<file path="src/rtl/ifmap_addr_if.sv">
// -----------------------------------------------------------------------------
// ifmap_addr_if
//   Beat bus between the ifmap address generator and the ifmap SRAM banks / PE
//   array. One beat = one SRAM word address plus per-beat framing.
//
//   addr_valid     beat valid (generator -> consumer)
//   addr_ready     consumer accepts the current beat (consumer -> generator)
//   address_ifmap  SRAM word address
//   pad_zero       beat lies in the zero-padding border
//   channel_en     active-lane mask, one bit per SRAM bank
//   PE_start       first beat of an output pixel
//   first_channel  beat belongs to channel group 0
//   last_channel   beat belongs to the final channel group
//   pixel_last     final beat of an output pixel
//
//   master: the address generator; slave: the consumer.
// -----------------------------------------------------------------------------
interface ifmap_addr_if #(
  parameter int ADDR_W    = 16,
  parameter int NUM_LANES = 32
);
  logic                 addr_valid;
  logic                 addr_ready;
  logic [ADDR_W-1:0]    address_ifmap;
  logic                 pad_zero;
  logic [NUM_LANES-1:0] channel_en;
  logic                 PE_start;
  logic                 first_channel;
  logic                 last_channel;
  logic                 pixel_last;

  modport master (
    output addr_valid, address_ifmap, pad_zero, channel_en,
           PE_start, first_channel, last_channel, pixel_last,
    input  addr_ready
  );

  modport slave (
    input  addr_valid, address_ifmap, pad_zero, channel_en,
           PE_start, first_channel, last_channel, pixel_last,
    output addr_ready
  );
endinterface

</file>
<file path="src/rtl/ifmap_addr_gen.sv">
// -----------------------------------------------------------------------------
// ifmap_addr_gen
//   Input-feature-map address generator and PE sequencer for the BNN
//   convolution engine. Walks output pixel (oy, ox), then channel group g,
//   then kernel row ky, then kernel column kx, emitting one ifmap SRAM address
//   per beat on a valid/ready bus.
//
// Ports
//   clk             clock, rising edge
//   rst             synchronous active-low reset
//   start           run request, accepted only in IDLE
//   image_size      square input dimension H      (sampled on accepted start)
//   number_channel  input channel count C
//   kernel_size     square kernel K
//   padding         pad amount P per side
//   stride          stride S, 0 is treated as 1
//   busy            high from accepted start until done
//   done            one-cycle pulse after the final beat is accepted
//   config_err      one-cycle pulse when start is rejected for illegal config
//   beat            ifmap_addr_if master (address beat bus)
//
// Optional feature (macro IFMAP_PERF_CNT_EN)
//   perf_beats      saturating count of accepted beats
//   perf_stalls     saturating count of cycles with addr_valid && !addr_ready
//   Both clear on accepted start and on reset and hold after done.
// -----------------------------------------------------------------------------
module ifmap_addr_gen #(
  parameter int ADDR_W    = 16,
  parameter int DIM_W     = 16,
  parameter int CH_W      = 6,
  parameter int NUM_LANES = 32,
  parameter int K_W       = 4,
  parameter int PAD_W     = 2
) (
  input  logic              clk,
  input  logic              rst,
  input  logic              start,
  input  logic [DIM_W-1:0]  image_size,
  input  logic [CH_W-1:0]   number_channel,
  input  logic [K_W-1:0]    kernel_size,
  input  logic [PAD_W-1:0]  padding,
  input  logic [1:0]        stride,
  output logic              busy,
  output logic              done,
  output logic              config_err,
`ifdef IFMAP_PERF_CNT_EN
  output logic [31:0]       perf_beats,
  output logic [31:0]       perf_stalls,
`endif
  ifmap_addr_if.master      beat
);

  // PW holds the padded extent H+2P plus a stride and kernel step without
  // overflow; SW adds a sign bit for padded coordinates.
  localparam int PW = DIM_W + 2;
  localparam int SW = DIM_W + 3;

  typedef enum logic [1:0] {S_IDLE, S_SETUP, S_RUN, S_FIN} state_t;

  state_t state_q, state_d;

  // Run configuration
  logic [DIM_W-1:0]     h_r;
  logic [CH_W-1:0]      c_r;
  logic [K_W-1:0]       k_r;
  logic [PAD_W-1:0]     p_r;
  logic [1:0]           s_r;
  logic [PW-1:0]        hp_r;         // H + 2P
  logic [ADDR_W-1:0]    plane_r;      // H*H, one channel-group plane
  logic [CH_W-1:0]      g_max_r;      // G - 1
  logic [NUM_LANES-1:0] last_mask_r;  // lane mask of the final group

  // Loop counters; oy_o/ox_o are window origins in padded coordinates (o*S)
  logic [PW-1:0]        oy_o, ox_o;
  logic [CH_W-1:0]      g_q;
  logic [K_W-1:0]       ky_q, kx_q;
  logic [ADDR_W-1:0]    grp_base;     // g * plane, tracked incrementally

  logic                 config_err_q;

  // ---------------------------------------------------------------------------
  // Start decode and legality check
  // ---------------------------------------------------------------------------
  logic [PW-1:0] hp_in;
  logic          cfg_bad, start_ok;

  assign hp_in    = PW'(image_size) + (PW'(padding) << 1);
  assign cfg_bad  = (kernel_size == '0) || (number_channel == '0) ||
                    (image_size == '0) || (PW'(kernel_size) > hp_in);
  assign start_ok = (state_q == S_IDLE) && start && !cfg_bad;

  // ---------------------------------------------------------------------------
  // Channel-group geometry, registered during SETUP
  // ---------------------------------------------------------------------------
  int                   g_tot, lanes_last;
  logic [NUM_LANES-1:0] last_mask_d;

  // NOTE: every variable assigned in an always_comb gets a value on every
  // path (here unconditionally), otherwise synthesis infers a latch.
  always_comb begin
    g_tot      = (int'(c_r) + NUM_LANES - 1) / NUM_LANES;
    lanes_last = int'(c_r) - (g_tot - 1) * NUM_LANES;
    for (int i = 0; i < NUM_LANES; i++) begin
      last_mask_d[i] = (i < lanes_last);
    end
  end

  // ---------------------------------------------------------------------------
  // Loop-boundary decode
  // ---------------------------------------------------------------------------
  logic run, fire;
  logic kx_last, ky_last, g_last, ox_last, oy_last, beat_last;

  assign run       = (state_q == S_RUN);
  assign fire      = run && beat.addr_ready;
  assign kx_last   = (kx_q == k_r - K_W'(1));
  assign ky_last   = (ky_q == k_r - K_W'(1));
  assign g_last    = (g_q == g_max_r);
  // The last origin is the one whose next step would push the window past
  // the padded edge; this yields O without a divider.
  assign ox_last   = (ox_o + PW'(s_r) + PW'(k_r)) > hp_r;
  assign oy_last   = (oy_o + PW'(s_r) + PW'(k_r)) > hp_r;
  assign beat_last = kx_last && ky_last && g_last && ox_last && oy_last;

  // ---------------------------------------------------------------------------
  // Address generation
  // ---------------------------------------------------------------------------
  logic [SW-1:0]     iy, ix;
  logic              out_y, out_x, pad;
  logic [ADDR_W-1:0] row_off, addr_inr;

  assign iy = SW'(oy_o) + SW'(ky_q) - SW'(p_r);
  assign ix = SW'(ox_o) + SW'(kx_q) - SW'(p_r);

  // A negative coordinate wraps to a huge unsigned value, so one unsigned
  // compare against H catches both borders.
  assign out_y = (iy >= SW'(h_r));
  assign out_x = (ix >= SW'(h_r));
  assign pad   = out_y || out_x;

  assign row_off  = ADDR_W'(iy) * ADDR_W'(h_r);
  assign addr_inr = grp_base + row_off + ADDR_W'(ix);

  // All beat outputs are decoded from registered state, so they hold still
  // while the consumer stalls.
  assign beat.addr_valid    = run;
  assign beat.address_ifmap = (run && !pad) ? addr_inr : '0;
  assign beat.pad_zero      = run && pad;
  assign beat.channel_en    = run ? (g_last ? last_mask_r : '1) : '0;
  assign beat.PE_start      = run && (g_q == '0) && (ky_q == '0) && (kx_q == '0);
  assign beat.first_channel = run && (g_q == '0);
  assign beat.last_channel  = run && g_last;
  assign beat.pixel_last    = run && g_last && ky_last && kx_last;

  assign busy       = (state_q != S_IDLE);
  assign done       = (state_q == S_FIN);
  assign config_err = config_err_q;

  // ---------------------------------------------------------------------------
  // FSM
  // ---------------------------------------------------------------------------
  always_comb begin
    state_d = state_q;
    unique case (state_q)
      S_IDLE:  if (start_ok) state_d = S_SETUP;
      S_SETUP: state_d = S_RUN;
      S_RUN:   if (fire && beat_last) state_d = S_FIN;
      S_FIN:   state_d = S_IDLE;
      default: state_d = S_IDLE;
    endcase
  end

  // NOTE: sequential state uses non-blocking assignments so every register
  // samples the pre-edge values regardless of statement order.
  always_ff @(posedge clk) begin
    if (!rst) begin
      state_q      <= S_IDLE;
      config_err_q <= 1'b0;
      h_r          <= '0;
      c_r          <= '0;
      k_r          <= '0;
      p_r          <= '0;
      s_r          <= '0;
      hp_r         <= '0;
      plane_r      <= '0;
      g_max_r      <= '0;
      last_mask_r  <= '0;
      oy_o         <= '0;
      ox_o         <= '0;
      g_q          <= '0;
      ky_q         <= '0;
      kx_q         <= '0;
      grp_base     <= '0;
    end else begin
      state_q      <= state_d;
      config_err_q <= (state_q == S_IDLE) && start && cfg_bad;

      if (start_ok) begin
        h_r  <= image_size;
        c_r  <= number_channel;
        k_r  <= kernel_size;
        p_r  <= padding;
        s_r  <= (stride == 2'd0) ? 2'd1 : stride;
        hp_r <= hp_in;
      end

      if (state_q == S_SETUP) begin
        plane_r     <= ADDR_W'(h_r) * ADDR_W'(h_r);
        g_max_r     <= CH_W'(g_tot - 1);
        last_mask_r <= last_mask_d;
        oy_o        <= '0;
        ox_o        <= '0;
        g_q         <= '0;
        ky_q        <= '0;
        kx_q        <= '0;
        grp_base    <= '0;
      end

      // Nested odometer: kx innermost, oy outermost.
      if (fire) begin
        if (!kx_last) begin
          kx_q <= kx_q + K_W'(1);
        end else begin
          kx_q <= '0;
          if (!ky_last) begin
            ky_q <= ky_q + K_W'(1);
          end else begin
            ky_q <= '0;
            if (!g_last) begin
              g_q      <= g_q + CH_W'(1);
              grp_base <= grp_base + plane_r;
            end else begin
              g_q      <= '0;
              grp_base <= '0;
              if (!ox_last) begin
                ox_o <= ox_o + PW'(s_r);
              end else begin
                ox_o <= '0;
                oy_o <= oy_last ? '0 : oy_o + PW'(s_r);
              end
            end
          end
        end
      end
    end
  end

`ifdef IFMAP_PERF_CNT_EN
  // ---------------------------------------------------------------------------
  // Performance counters (saturating)
  // ---------------------------------------------------------------------------
  logic [31:0] beats_q, stalls_q;

  always_ff @(posedge clk) begin
    if (!rst || start_ok) begin
      beats_q  <= '0;
      stalls_q <= '0;
    end else begin
      if (fire && (beats_q != '1)) beats_q <= beats_q + 32'd1;
      if (run && !beat.addr_ready && (stalls_q != '1)) stalls_q <= stalls_q + 32'd1;
    end
  end

  assign perf_beats  = beats_q;
  assign perf_stalls = stalls_q;
`endif

endmodule

</file>
<file path="src/flat_wrapper.sv">
// flat-port wrapper written by rule: the top's interface ports become plain ports
module ifmap_addr_gen_flat 
#(
  parameter int ADDR_W    = 16,
  parameter int DIM_W     = 16,
  parameter int CH_W      = 6,
  parameter int NUM_LANES = 32,
  parameter int K_W       = 4,
  parameter int PAD_W     = 2
)
  (clk, rst, start, image_size, number_channel, kernel_size, padding, stride, busy, done, config_err, beat_addr_valid, beat_address_ifmap, beat_pad_zero, beat_channel_en, beat_PE_start, beat_first_channel, beat_last_channel, beat_pixel_last, beat_addr_ready);
  ifmap_addr_if #(.ADDR_W(ADDR_W), .NUM_LANES(NUM_LANES)) beat_i ();
  input  logic clk;
  input  logic rst;
  input  logic start;
  input  logic [DIM_W-1:0] image_size;
  input  logic [CH_W-1:0] number_channel;
  input  logic [K_W-1:0] kernel_size;
  input  logic [PAD_W-1:0] padding;
  input  logic [1:0] stride;
  output logic busy;
  output logic done;
  output logic config_err;
  output wire logic [$bits(beat_i.addr_valid)-1:0] beat_addr_valid;
  output wire logic [$bits(beat_i.address_ifmap)-1:0] beat_address_ifmap;
  output wire logic [$bits(beat_i.pad_zero)-1:0] beat_pad_zero;
  output wire logic [$bits(beat_i.channel_en)-1:0] beat_channel_en;
  output wire logic [$bits(beat_i.PE_start)-1:0] beat_PE_start;
  output wire logic [$bits(beat_i.first_channel)-1:0] beat_first_channel;
  output wire logic [$bits(beat_i.last_channel)-1:0] beat_last_channel;
  output wire logic [$bits(beat_i.pixel_last)-1:0] beat_pixel_last;
  input wire logic [$bits(beat_i.addr_ready)-1:0] beat_addr_ready;
  assign beat_addr_valid = beat_i.addr_valid;
  assign beat_address_ifmap = beat_i.address_ifmap;
  assign beat_pad_zero = beat_i.pad_zero;
  assign beat_channel_en = beat_i.channel_en;
  assign beat_PE_start = beat_i.PE_start;
  assign beat_first_channel = beat_i.first_channel;
  assign beat_last_channel = beat_i.last_channel;
  assign beat_pixel_last = beat_i.pixel_last;
  assign beat_i.addr_ready = beat_addr_ready;
  ifmap_addr_gen #(.ADDR_W(ADDR_W), .DIM_W(DIM_W), .CH_W(CH_W), .NUM_LANES(NUM_LANES), .K_W(K_W), .PAD_W(PAD_W)) u_core (.clk(clk), .rst(rst), .start(start), .image_size(image_size), .number_channel(number_channel), .kernel_size(kernel_size), .padding(padding), .stride(stride), .busy(busy), .done(done), .config_err(config_err), .beat(beat_i));
endmodule
</file>
<file path="config.mk">
export PLATFORM = sky130hd
export DESIGN_NAME = ifmap_addr_gen_flat
export DESIGN_NICKNAME = d
export VERILOG_FILES = /design/src/rtl/ifmap_addr_if.sv /design/src/rtl/ifmap_addr_gen.sv /design/src/flat_wrapper.sv
export SDC_FILE = /design/constraint.sdc
export NUM_CORES = 1
export LEC_CHECK = 0
export ABC_AREA = 1
export BUFFER_PORTS_ARGS = -buffer_cell sky130_fd_sc_hd__buf_2
export CORE_ASPECT_RATIO = 1.75
export CORE_MARGIN = 2
export CORE_UTILIZATION = 63
export CTS_BUF_LIST = sky130_fd_sc_hd__clkbuf_4 sky130_fd_sc_hd__clkbuf_8 sky130_fd_sc_hd__clkbuf_16
export DETAILED_ROUTE_END_ITERATION = 8
export PLACE_DENSITY = 0.86
export RECOVER_POWER = 50
export SLEW_MARGIN = 30
export SYNTH_ARGS = -nofsm -noshare
export SYNTH_HDL_FRONTEND = slang
export SYNTH_SLANG_ARGS = --single-unit
</file>
<file path="constraint.sdc">
create_clock -name clk -period 18.1 [get_ports clk]
set_input_delay 1.81 -clock clk [delete_from_list [all_inputs] [get_ports clk]]
set_output_delay 1.81 -clock clk [all_outputs]
set_load 0.01 [all_outputs]
</file>
==> impl_metrics.csv, run 1 <==
group,metric,value,unit
sta,fin_crit,10.07,ns
hold_path,hold_start,"u_core.last_mask_r[16]$_SDFFE_PN0P_",
synthesis,yosysUniqueCellTypes,56,
power,irDropWorstVdd,116,uV
die,rows,92,
routing,dr.pass1.iters,6,
synthesis,synth-async-reset-ratio,0,
sta,fin_worst_skew,0.0117,ns
clocking,cts-htree-levels,4,
sta,slew_viol_final,202,
sta,fin_hold_ws,0.466,ns
clocking,cts-root-buf,"clkbuf_16",
worst_setup_path,cp_data_required_time,16.29,ns
die,dieArea,37700,sq um
worst_setup_path,critPathLaunchType,"register",
worst_setup_path,timing.rr.start,"u_core.h_r[4]$_SDFFE_PN0P_",
die,start_util,0.635,
clocking,cts_max_path_buffers,2,
place,io_buffers,90,
synthesis,synth_seq_area_share,0.145,
finish,num-nets-final,3820,
worst_setup_path,reg2reg_depth,23,
hold_path,hp-class,"register to register",
sta,worstMarginPinSlew,4.01,ns
die,die-width,148,um
sta,hold_viol,0,
clocking,cts_buffers,17,
die,dieHeight,255,um
synthesis,synth_warnings,0,
worst_setup_path,cp_common_cell,"inv_1",
die,ios,91,
clocking,cts_num_sinks,165,
finish,n_antenna_cell,0,
worst_setup_path,crit_path_max_fanout,8,
run_status,status,"finished with violations",
worst_setup_path,crit_type,"register to output port",
grt,grt_max_degree,98,
grt,grt_use_total,0.380,
routing,viasPerCell,5.70,
synthesis,synth_edf_count,0,
finish,drive_gt1_frac,0.0468,
sta,setup-tns-final,0,ns
synthesis,synth_cells,3279,
place,place_hpwl,57.8,mm
synthesis,syn-num-nets,3781,
worst_setup_path,worstSetupEndpointType,"output port",
job,cap_violations,3,
worst_setup_path,cpMaxStageDelayCell,"fa_1",
routing,drc,0,
worst_setup_path,critical-path-max-stage-delay,0.55,ns
finish,final_cell_mix,"inv_1 (734), nand2_1 (558), nor2_1 (302), ha_1 (280), a21oi_1 (264)",
routing,via_count,21700,
grt,grt_pass1_vias,22000,
routing,avgRoutedWirePerCell,18.8,um
sta,relSlewSlack,-1.67,
worst_setup_path,cp.arrival,8.26,ns
synthesis,synthesis.area,22700,sq um
synthesis,yosys_register_bits,165,
synthesis,synthFlopType,"dfxtp_1",
clocking,ctsResizeCount,0,
routing,totalWireLength,71.4,mm
finish,layout_commonest_cell,"inv_1",
sta,fin_crit_sh,0.556,
power,power_leakage,13.3,nW
routing,ant_nets,0,
sta,setup_viol,0,
run_status,violations,"max-capacitance violations, max-slew violations",
grt,grt_pass1_wl,112,mm
hold_path,whs_path_depth,2,
place,gp_congestion,1.04,
sta,rsz0062_at_grt,"false",
die,coreArea,35800,sq um
grt,grt.overflow.total,0,
clocking,clock_latency,0.46,ns
sta,max_freq,0.0993,GHz
power,cellPowerDensity,122,nW/um^2
clocking,cts_tree,"built",
clocking,cts_setup_buffers,0,
clocking,clkTransAtPathRegs,0.08,ns
routing,drt_iter0_markers,1438,
synthesis,synth_area_per_cell,6.94,sq um
finish,synthToLayoutAreaGrowth,5.78,%
grt,antenna_found_initial,0,
clocking,cts_hold_buf,0,
worst_setup_path,cp-startpoint,"u_core.ky_q[1]$_SDFF_PN0_",
## worst paths after layout
| check | to | slack (ns) |
|---|---|---|
| min reg2reg | u_core.last_mask_r[16]$_SDFFE_PN0P_ | 0.47 |
| max reg2reg | u_core.plane_r[14]$_SDFFE_PN0P_ | 11.91 |
| max | beat_address_ifmap[14] | 8.03 |
| min | u_core.last_mask_r[16]$_SDFFE_PN0P_ | 0.47 |
## metal layers
| metal | track usage | wire length (um) | up-vias |
|---|---|---|---|
| li1 | - | - | 10300 |
| met1 | 0.383 | 24100 | 10100 |
| met2 | 0.668 | 35600 | 892 |
| met3 | 0.0545 | 3900 | 342 |
| met4 | 0.342 | 7820 | 0 |
| met5 | 0 | 0 | - |
## layout make-up
type / instances / area [sq um]
multi-input cells: 2272 / 16200
well taps: 470 / 588
flip-flops and latches: 165 / 3310
clock inverters: 14 / 148
repair buffers: 106 / 509
fillers: 3156 / 11700
clock buffers: 18 / 439
inverters: 756 / 2840
## cell usage after synthesis, drive strengths merged, types with 2 or more instances
library cell	count	area share
nand2	563	0.094
or2	6	0.0017
ha	281	0.15
nor2	315	0.055
a21oi	264	0.058
a21boi	2	0.00066
nand3	142	0.033
o211ai	9	0.0030
clkbuf	64	0.011
clkinv	7	0.0012
buf	22	0.0060
xnor2	33	0.013
nand4	51	0.014
a21o	7	0.0023
fa	187	0.16
xor2	113	0.044
and2	2	0.00055
inv	749	0.12
nor3	31	0.0079
a31oi	12	0.0033
o21ai	181	0.040
o21bai	8	0.0026
o31ai	5	0.0017
nor4	13	0.0039
o32ai	2	0.00077
a211oi	11	0.0039
nand3b	13	0.0043
dfxtp	165	0.15
a22oi	9	0.0030
## registers in the layout, indices dropped and copies added (netlist names), 3 cells and up
name	cells
u_core.k_r	4
u_core.h_r	16
u_core.g_max_r	3
u_core.ky_q	4
u_core.ox_o	18
u_core.hp_r	16
u_core.grp_base	16
u_core.last_mask_r	32
u_core.c_r	6
u_core.kx_q	4
u_core.plane_r	15
u_core.g_q	6
u_core.oy_o	18
## metrics by stage
stage / util / cell area (sq um) / std cells / setup WS (ns) / power, mW
2_1_floorplan: - / 22700 / 3279 / 9.46 / 1.99
3_3_place_gp: 0.657 / 23500 / 3769 / 8.72 / 2.47
3_5_place_dp: 0.657 / 23500 / 3769 / 8.55 / 2.55
4_1_cts: 0.674 / 24100 / 3801 / 8.04 / 2.93
5_1_grt: 0.672 / 24100 / 3801 / 7.50 / 3.22
6_report: 0.672 / 24100 / 3801 / 8.03 / 2.94
## power breakdown
part	leakage [nW]	internal [mW]	switching (mW)	total (mW)
Sequential	1.35	0.450	0.0978	0.548
Clock	0.289	0.189	0.185	0.373
Combinational	11.6	0.682	1.34	2.02
## logic make-up (layout without fill, tap and decap cells)
family	Yosys count	after routing	synth area share
AO/OA/AOI/OAI	518	518	0.122
buffers and inverters	842	894	0.141
AND/OR/NAND/NOR	1140	1140	0.215
XOR/XNOR	146	146	0.0569
adder cells (fa/ha/maj)	468	468	0.319
flip-flops	165	165	0.145
## critical path: cells and delay by family (launching register included)
kind	cells	cell delay (ns)
flops	1	0.41
buf+inv	10	0.97
simple gates	8	0.83
compound gates	4	0.51
xor+xnor	2	0.68
fa+ha+maj	10	4.39
(Power assumes the default switching activity.)
==> inputs of run 2 (changes only) <==
==> constraint.sdc (replaced) <==
create_clock -name clk -period 10.1 [get_ports clk]
set_input_delay 1.01 -clock clk [delete_from_list [all_inputs] [get_ports clk]]
set_output_delay 1.01 -clock clk [all_outputs]
set_load 0.01 [all_outputs]
==> impl_metrics.csv, run 2 (same netlist as run 1, synthesis figures left out) <==
group,metric,value,unit
run_status,status,"finished with violations",
run_status,violations,"max-capacitance violations, max-slew violations",
finish,final_cell_area,24100,sq um
grt,grt_use_total,0.381,
finish,largest_reg_flops,32,
job,cap_violations,4,
power,power_leakage,13.3,nW
sta,finalWorstSetupSlack,0.940,ns
clocking,cts-root-buf,"clkbuf_16",
clocking,cts_setup_buffers,0,
die,start_util,0.635,
worst_setup_path,crit_path_max_fanout,8,
power,comb_power_share,0.694,
place,place_ws,1.46,ns
die,coreArea,35800,sq um
power,p_int,2.38,mW
hold_path,whs_path_depth,2,
power,switching_share,0.550,
worst_setup_path,cp_common_cell,"inv_1",
sta,rsz0062_at_grt,"false",
power,irDropWorstVdd,236,uV
sta,setup_viol,0,
worst_setup_path,reg2reg_depth,6,
routing,drt_iter0_markers,1270,
die,die-width,148,um
power,cellPowerDensity,220,nW/um^2
worst_setup_path,cp_data_required_time,9.09,ns
clocking,cts_buffers,17,
clocking,cts_max_path_buffers,2,
finish,fin_util,0.673,
worst_setup_path,cpMaxStageDelayCell,"fa_1",
finish,num-nets-final,3826,
worst_setup_path,critical-path-max-stage-delay,0.56,ns
die,dieHeight,255,um
worst_setup_path,cp.arrival,8.15,ns
clocking,clock_latency,0.47,ns
finish,synthToLayoutAreaGrowth,6.02,%
hold_path,hp-class,"register to register",
worst_setup_path,worstSetupEndpointType,"output port",
place,placed_area,23600,sq um
finish,final_cell_mix,"inv_1 (733), nand2_1 (559), nor2_1 (301), ha_1 (281), a21oi_1 (264)",
clocking,cts_num_sinks,165,
routing,avgRoutedWirePerCell,18.8,um
grt,antenna_found_initial,0,
finish,n_antenna_cell,0,
sta,relSlewSlack,-1.50,
finish,drive_gt1_frac,0.0485,
routing,totalWireLength,71.5,mm
clocking,ctsResizeCount,0,
sta,fin_crit_sh,0.907,
power,finalPower,5.30,mW
sta,worstMarginPinSlew,3.75,ns
routing,drc,0,
die,rows,92,
worst_setup_path,critPathLaunchType,"register",
power,p_switching,2.91,mW
worst_setup_path,crit_type,"register to output port",
power,p_seq_frac,0.179,
grt,grt_max_degree,85,
sta,fin_worst_skew,0.0122,ns
sta,hold_viol,0,
place,gp_congestion,1.00,
sta,fin_crit,9.16,ns
clocking,cts_tree,"built",
finish,layout_commonest_cell,"inv_1",
grt,grt_pass1_vias,21800,
worst_setup_path,r2r_slack,2.86,ns
hold_path,whs_endpoint,"u_core.last_mask_r[24]$_SDFFE_PN0P_",
worst_setup_path,timing.rr.start,"u_core.state_q[1]$_SDFFE_PN0P_",
routing,ant_nets,0,
die,ios,91,
clocking,cts-htree-levels,4,
grt,grt_pass1_wl,112,mm
finish,reg_top3,"u_core.last_mask_r x32, u_core.ox_o x18, u_core.oy_o x18",
clocking,cts_hold_buf,0,
power,power.share.clock,0.127,
grt,grt.overflow.total,0,
routing,via_count,21500,
routing,viasPerCell,5.65,
sta,max_freq,0.109,GHz
sta,setup-tns-final,0,ns
worst_setup_path,r2r_end,"u_core.g_max_r[4]$_SDFFE_PN0P_",
clocking,clkTransAtPathRegs,0.08,ns
sta,slew_viol_final,257,
place,io_buffers,90,
routing,dr.pass1.iters,6,
finish,regMostFlops,"u_core.last_mask_r",
place,place_hpwl,58.2,mm
hold_path,hold_start,"u_core.last_mask_r[24]$_SDFFE_PN0P_",
die,dieArea,37700,sq um
## run 2: cell type report
type,instances,area (sq um)
flip-flops and latches,165,3300
clock buffers,18,439
well taps,470,588
inverters,756,2840
repair buffers,112,557
fillers,3177,11700
multi-input cells,2272,16200
clock inverters,14,158
## run 2: worst max-delay path, delay by kind of cell (launching register included)
family	cells	cell delay, ns
adder cells (fa/ha/maj)	10	4.39
buffers and inverters	10	0.91
AND/OR/NAND/NOR	8	0.84
XOR/XNOR	2	0.63
AO/OA/AOI/OAI	4	0.49
flip-flops	1	0.42
## run 2: how the worst max path moves through the flow
stage / startpoint / end / slack (ns)
after CTS: u_core.ky_q[1]$_SDFF_PN0_ / beat_address_ifmap[14] / 0.95
after global routing: u_core.ky_q[1]$_SDFF_PN0_ / beat_address_ifmap[14] / 0.56
after global placement: u_core.ky_q[1]$_SDFF_PN0_ / beat_address_ifmap[14] / 1.54
final: u_core.ky_q[1]$_SDFF_PN0_ / beat_address_ifmap[14] / 0.94
after detailed placement: u_core.ky_q[1]$_SDFF_PN0_ / beat_address_ifmap[14] / 1.46
after floorplan: u_core.ky_q[1]$_SDFF_PN0_ / beat_address_ifmap[14] / 2.26
## run 2: metal layers
layer,GRT usage,vias up,share of wire
li1,-,10300,-
met1,0.396,10100,0.35
met2,0.692,827,0.51
met3,0.0493,275,0.053
met4,0.281,0,0.085
met5,0,-,0
## run 2: power by group through the flow
stage               clock (mW)  sequential (mW)  combinational (mW)
floorplan                    0            0.894                2.67
global placement             0            0.948                3.50
detailed placement           0            0.952                3.63
CTS                      0.679            0.938                3.66
global route             0.700            0.956                4.14
finish                   0.675            0.945                3.68
## run 2: stage by stage
stage | hold WS (ns) | instances
after floorplan | 0.442 | 3279
after global placement | 0.454 | 3775
after detailed placement | 0.458 | 3775
after CTS | 0.470 | 3807
after global routing | 0.492 | 3807
final | 0.467 | 3807
==> inputs of run 3 (changes only) <==
==> constraint.sdc (replaced) <==
create_clock -name clk -period 10.1 [get_ports clk]
set_input_delay 0 -clock clk [delete_from_list [all_inputs] [get_ports clk]]
set_output_delay 0 -clock clk [all_outputs]
set_load 0.01 [all_outputs]
==> impl_metrics.csv, run 3 (same netlist as run 1, synthesis figures left out) <==
group,metric,value,unit
die,ios,91,
worst_setup_path,worstSetupEndpointType,"output port",
finish,fin_util,0.679,
routing,totalWireLength,74.6,mm
sta,rsz0062_at_grt,"false",
routing,top_layer_used,"met4",
grt,grt_pass1_vias,22600,
finish,drive_gt1_frac,0.0468,
grt,grt_use_total,0.396,
routing,via_count,21800,
grt,grt_max_degree,85,
worst_setup_path,critical-path-max-stage-delay,0.55,ns
clocking,ctsResizeCount,0,
clocking,cts_max_path_buffers,2,
clocking,cts_buffers,17,
die,rows,92,
power,p_int,2.39,mW
clocking,cts_setup_buffers,0,
finish,largest_reg_flops,32,
grt,antenna_found_initial,1,
clocking,clock_latency,0.47,ns
routing,viasPerCell,5.71,
worst_setup_path,cp_data_required_time,10.10,ns
routing,met3_length,3.99,mm
worst_setup_path,cpMaxStageDelayCell,"fa_1",
power,switching_share,0.552,
die,coreArea,35800,sq um
sta,hold_viol,0,
sta,relSlewSlack,-1.48,
clocking,cts-htree-levels,4,
sta,slew_viol_final,257,
clocking,cts-root-buf,"clkbuf_16",
sta,fin_worst_skew,0.0126,ns
finish,num-nets-final,3845,
finish,layout_commonest_cell,"inv_1",
worst_setup_path,cp_common_cell,"inv_1",
clocking,clkTransAtPathRegs,0.08,ns
routing,drc,0,
sta,fin_crit_sh,0.806,
sta,fin_crit,8.14,ns
routing,dr.pass1.iters,6,
finish,n_antenna_cell,0,
hold_path,hp-class,"input port to register",
run_status,status,"finished with violations",
worst_setup_path,critPathLaunchType,"register",
routing,m1WireLength,25.5,mm
place,place_hpwl,59.9,mm
power,power.share.clock,0.126,
sta,worstMarginPinSlew,3.71,ns
die,dieArea,37700,sq um
power,power_leakage,13.4,nW
die,die-width,148,um
finish,synthToLayoutAreaGrowth,6.84,%
worst_setup_path,crit_type,"register to output port",
sta,setup-tns-final,0,ns
clocking,cts_hold_buf,22,
finish,final_cell_mix,"inv_1 (733), nand2_1 (559), nor2_1 (302), ha_1 (281), a21oi_1 (264)",
power,comb_power_share,0.694,
grt,grt.overflow.total,0,
power,cellPowerDensity,220,nW/um^2
worst_setup_path,cp.arrival,8.14,ns
place,io_buffers,90,
power,p_switching,2.95,mW
clocking,cts_num_sinks,165,
run_status,violations,"max-capacitance violations, max-slew violations",
routing,drt_iter0_markers,1356,
routing,met2_length,38.0,mm
sta,max_freq,0.123,GHz
die,dieHeight,255,um
routing,avgRoutedWirePerCell,19.5,um
clocking,cts_tree,"built",
grt,grt_pass1_wl,117,mm
power,irDropWorstVdd,265,uV
routing,ant_nets,0,
worst_setup_path,crit_path_max_fanout,8,
job,cap_violations,4,
power,p_seq_frac,0.179,
die,start_util,0.635,
finish,regMostFlops,"u_core.last_mask_r",
place,gp_congestion,0.997,
finish,reg_top3,"u_core.last_mask_r x32, u_core.ox_o x18, u_core.oy_o x18",
sta,setup_viol,0,
[run 3: worst paths after layout]
path	cells past startpoint	to	slack, ns	from
hold reg to reg	2	u_core.last_mask_r[15]$_SDFFE_PN0P_	0.46	u_core.last_mask_r[15]$_SDFFE_PN0P_
hold / removal	3	u_core.h_r[13]$_SDFFE_PN0P_	0.02	image_size[13]
setup / recovery	34	beat_address_ifmap[14]	1.96	u_core.ky_q[1]$_SDFF_PN0_
setup reg to reg	6	u_core.g_max_r[4]$_SDFFE_PN0P_	2.62	u_core.state_q[1]$_SDFFE_PN0P_
[run 3: area by class of cell]
class / instances / area (sq um)
Multi-Input combinational cell: 2272 / 16200
Fill cell: 3102 / 11500
Sequential cell: 165 / 3310
Inverter: 756 / 2840
Timing Repair Buffer: 131 / 752
Tap cell: 470 / 588
Clock buffer: 18 / 439
Clock inverter: 14 / 150
[run 3: worst max-delay path, delay by kind of cell (launching register included)]
family	cells	cell delay, ns
fa+ha+maj	10	4.38
flops	1	0.41
simple gates	8	0.86
buf+inv	10	0.93
compound gates	4	0.48
xor+xnor	2	0.60
[run 3: stage by stage]
step / area (sq um) / hold slack, ns / cells / setup slack [ns] / total power, mW
final: 24300 / 0.0207 / 3826 / 1.96 / 5.35
after floorplan: 22700 / 0.135 / 3279 / 3.27 / 3.56
after detailed placement: 23600 / 0.232 / 3772 / 2.47 / 4.61
after global placement: 23600 / 0.229 / 3772 / 2.62 / 4.44
after CTS: 24400 / 0.00170 / 3826 / 1.99 / 5.31
after global routing: 24300 / 0.0303 / 3826 / 1.54 / 5.83
[run 3: power groups by stage]
| stage | logic, mW | clock network [mW] | registers (mW) |
|---|---|---|---|
| CTS | 3.68 | 0.677 | 0.949 |
| detailed placement | 3.64 | 0 | 0.963 |
| floorplan | 2.67 | 0 | 0.894 |
| global placement | 3.49 | 0 | 0.957 |
| finish | 3.71 | 0.676 | 0.958 |
| global route | 4.16 | 0.701 | 0.967 |
[run 3: per-layer routing]
metal,track usage,vias up
met5,0,-
met4,0.328,0
met3,0.0482,312
met2,0.719,886
met1,0.397,10300
li1,-,10400
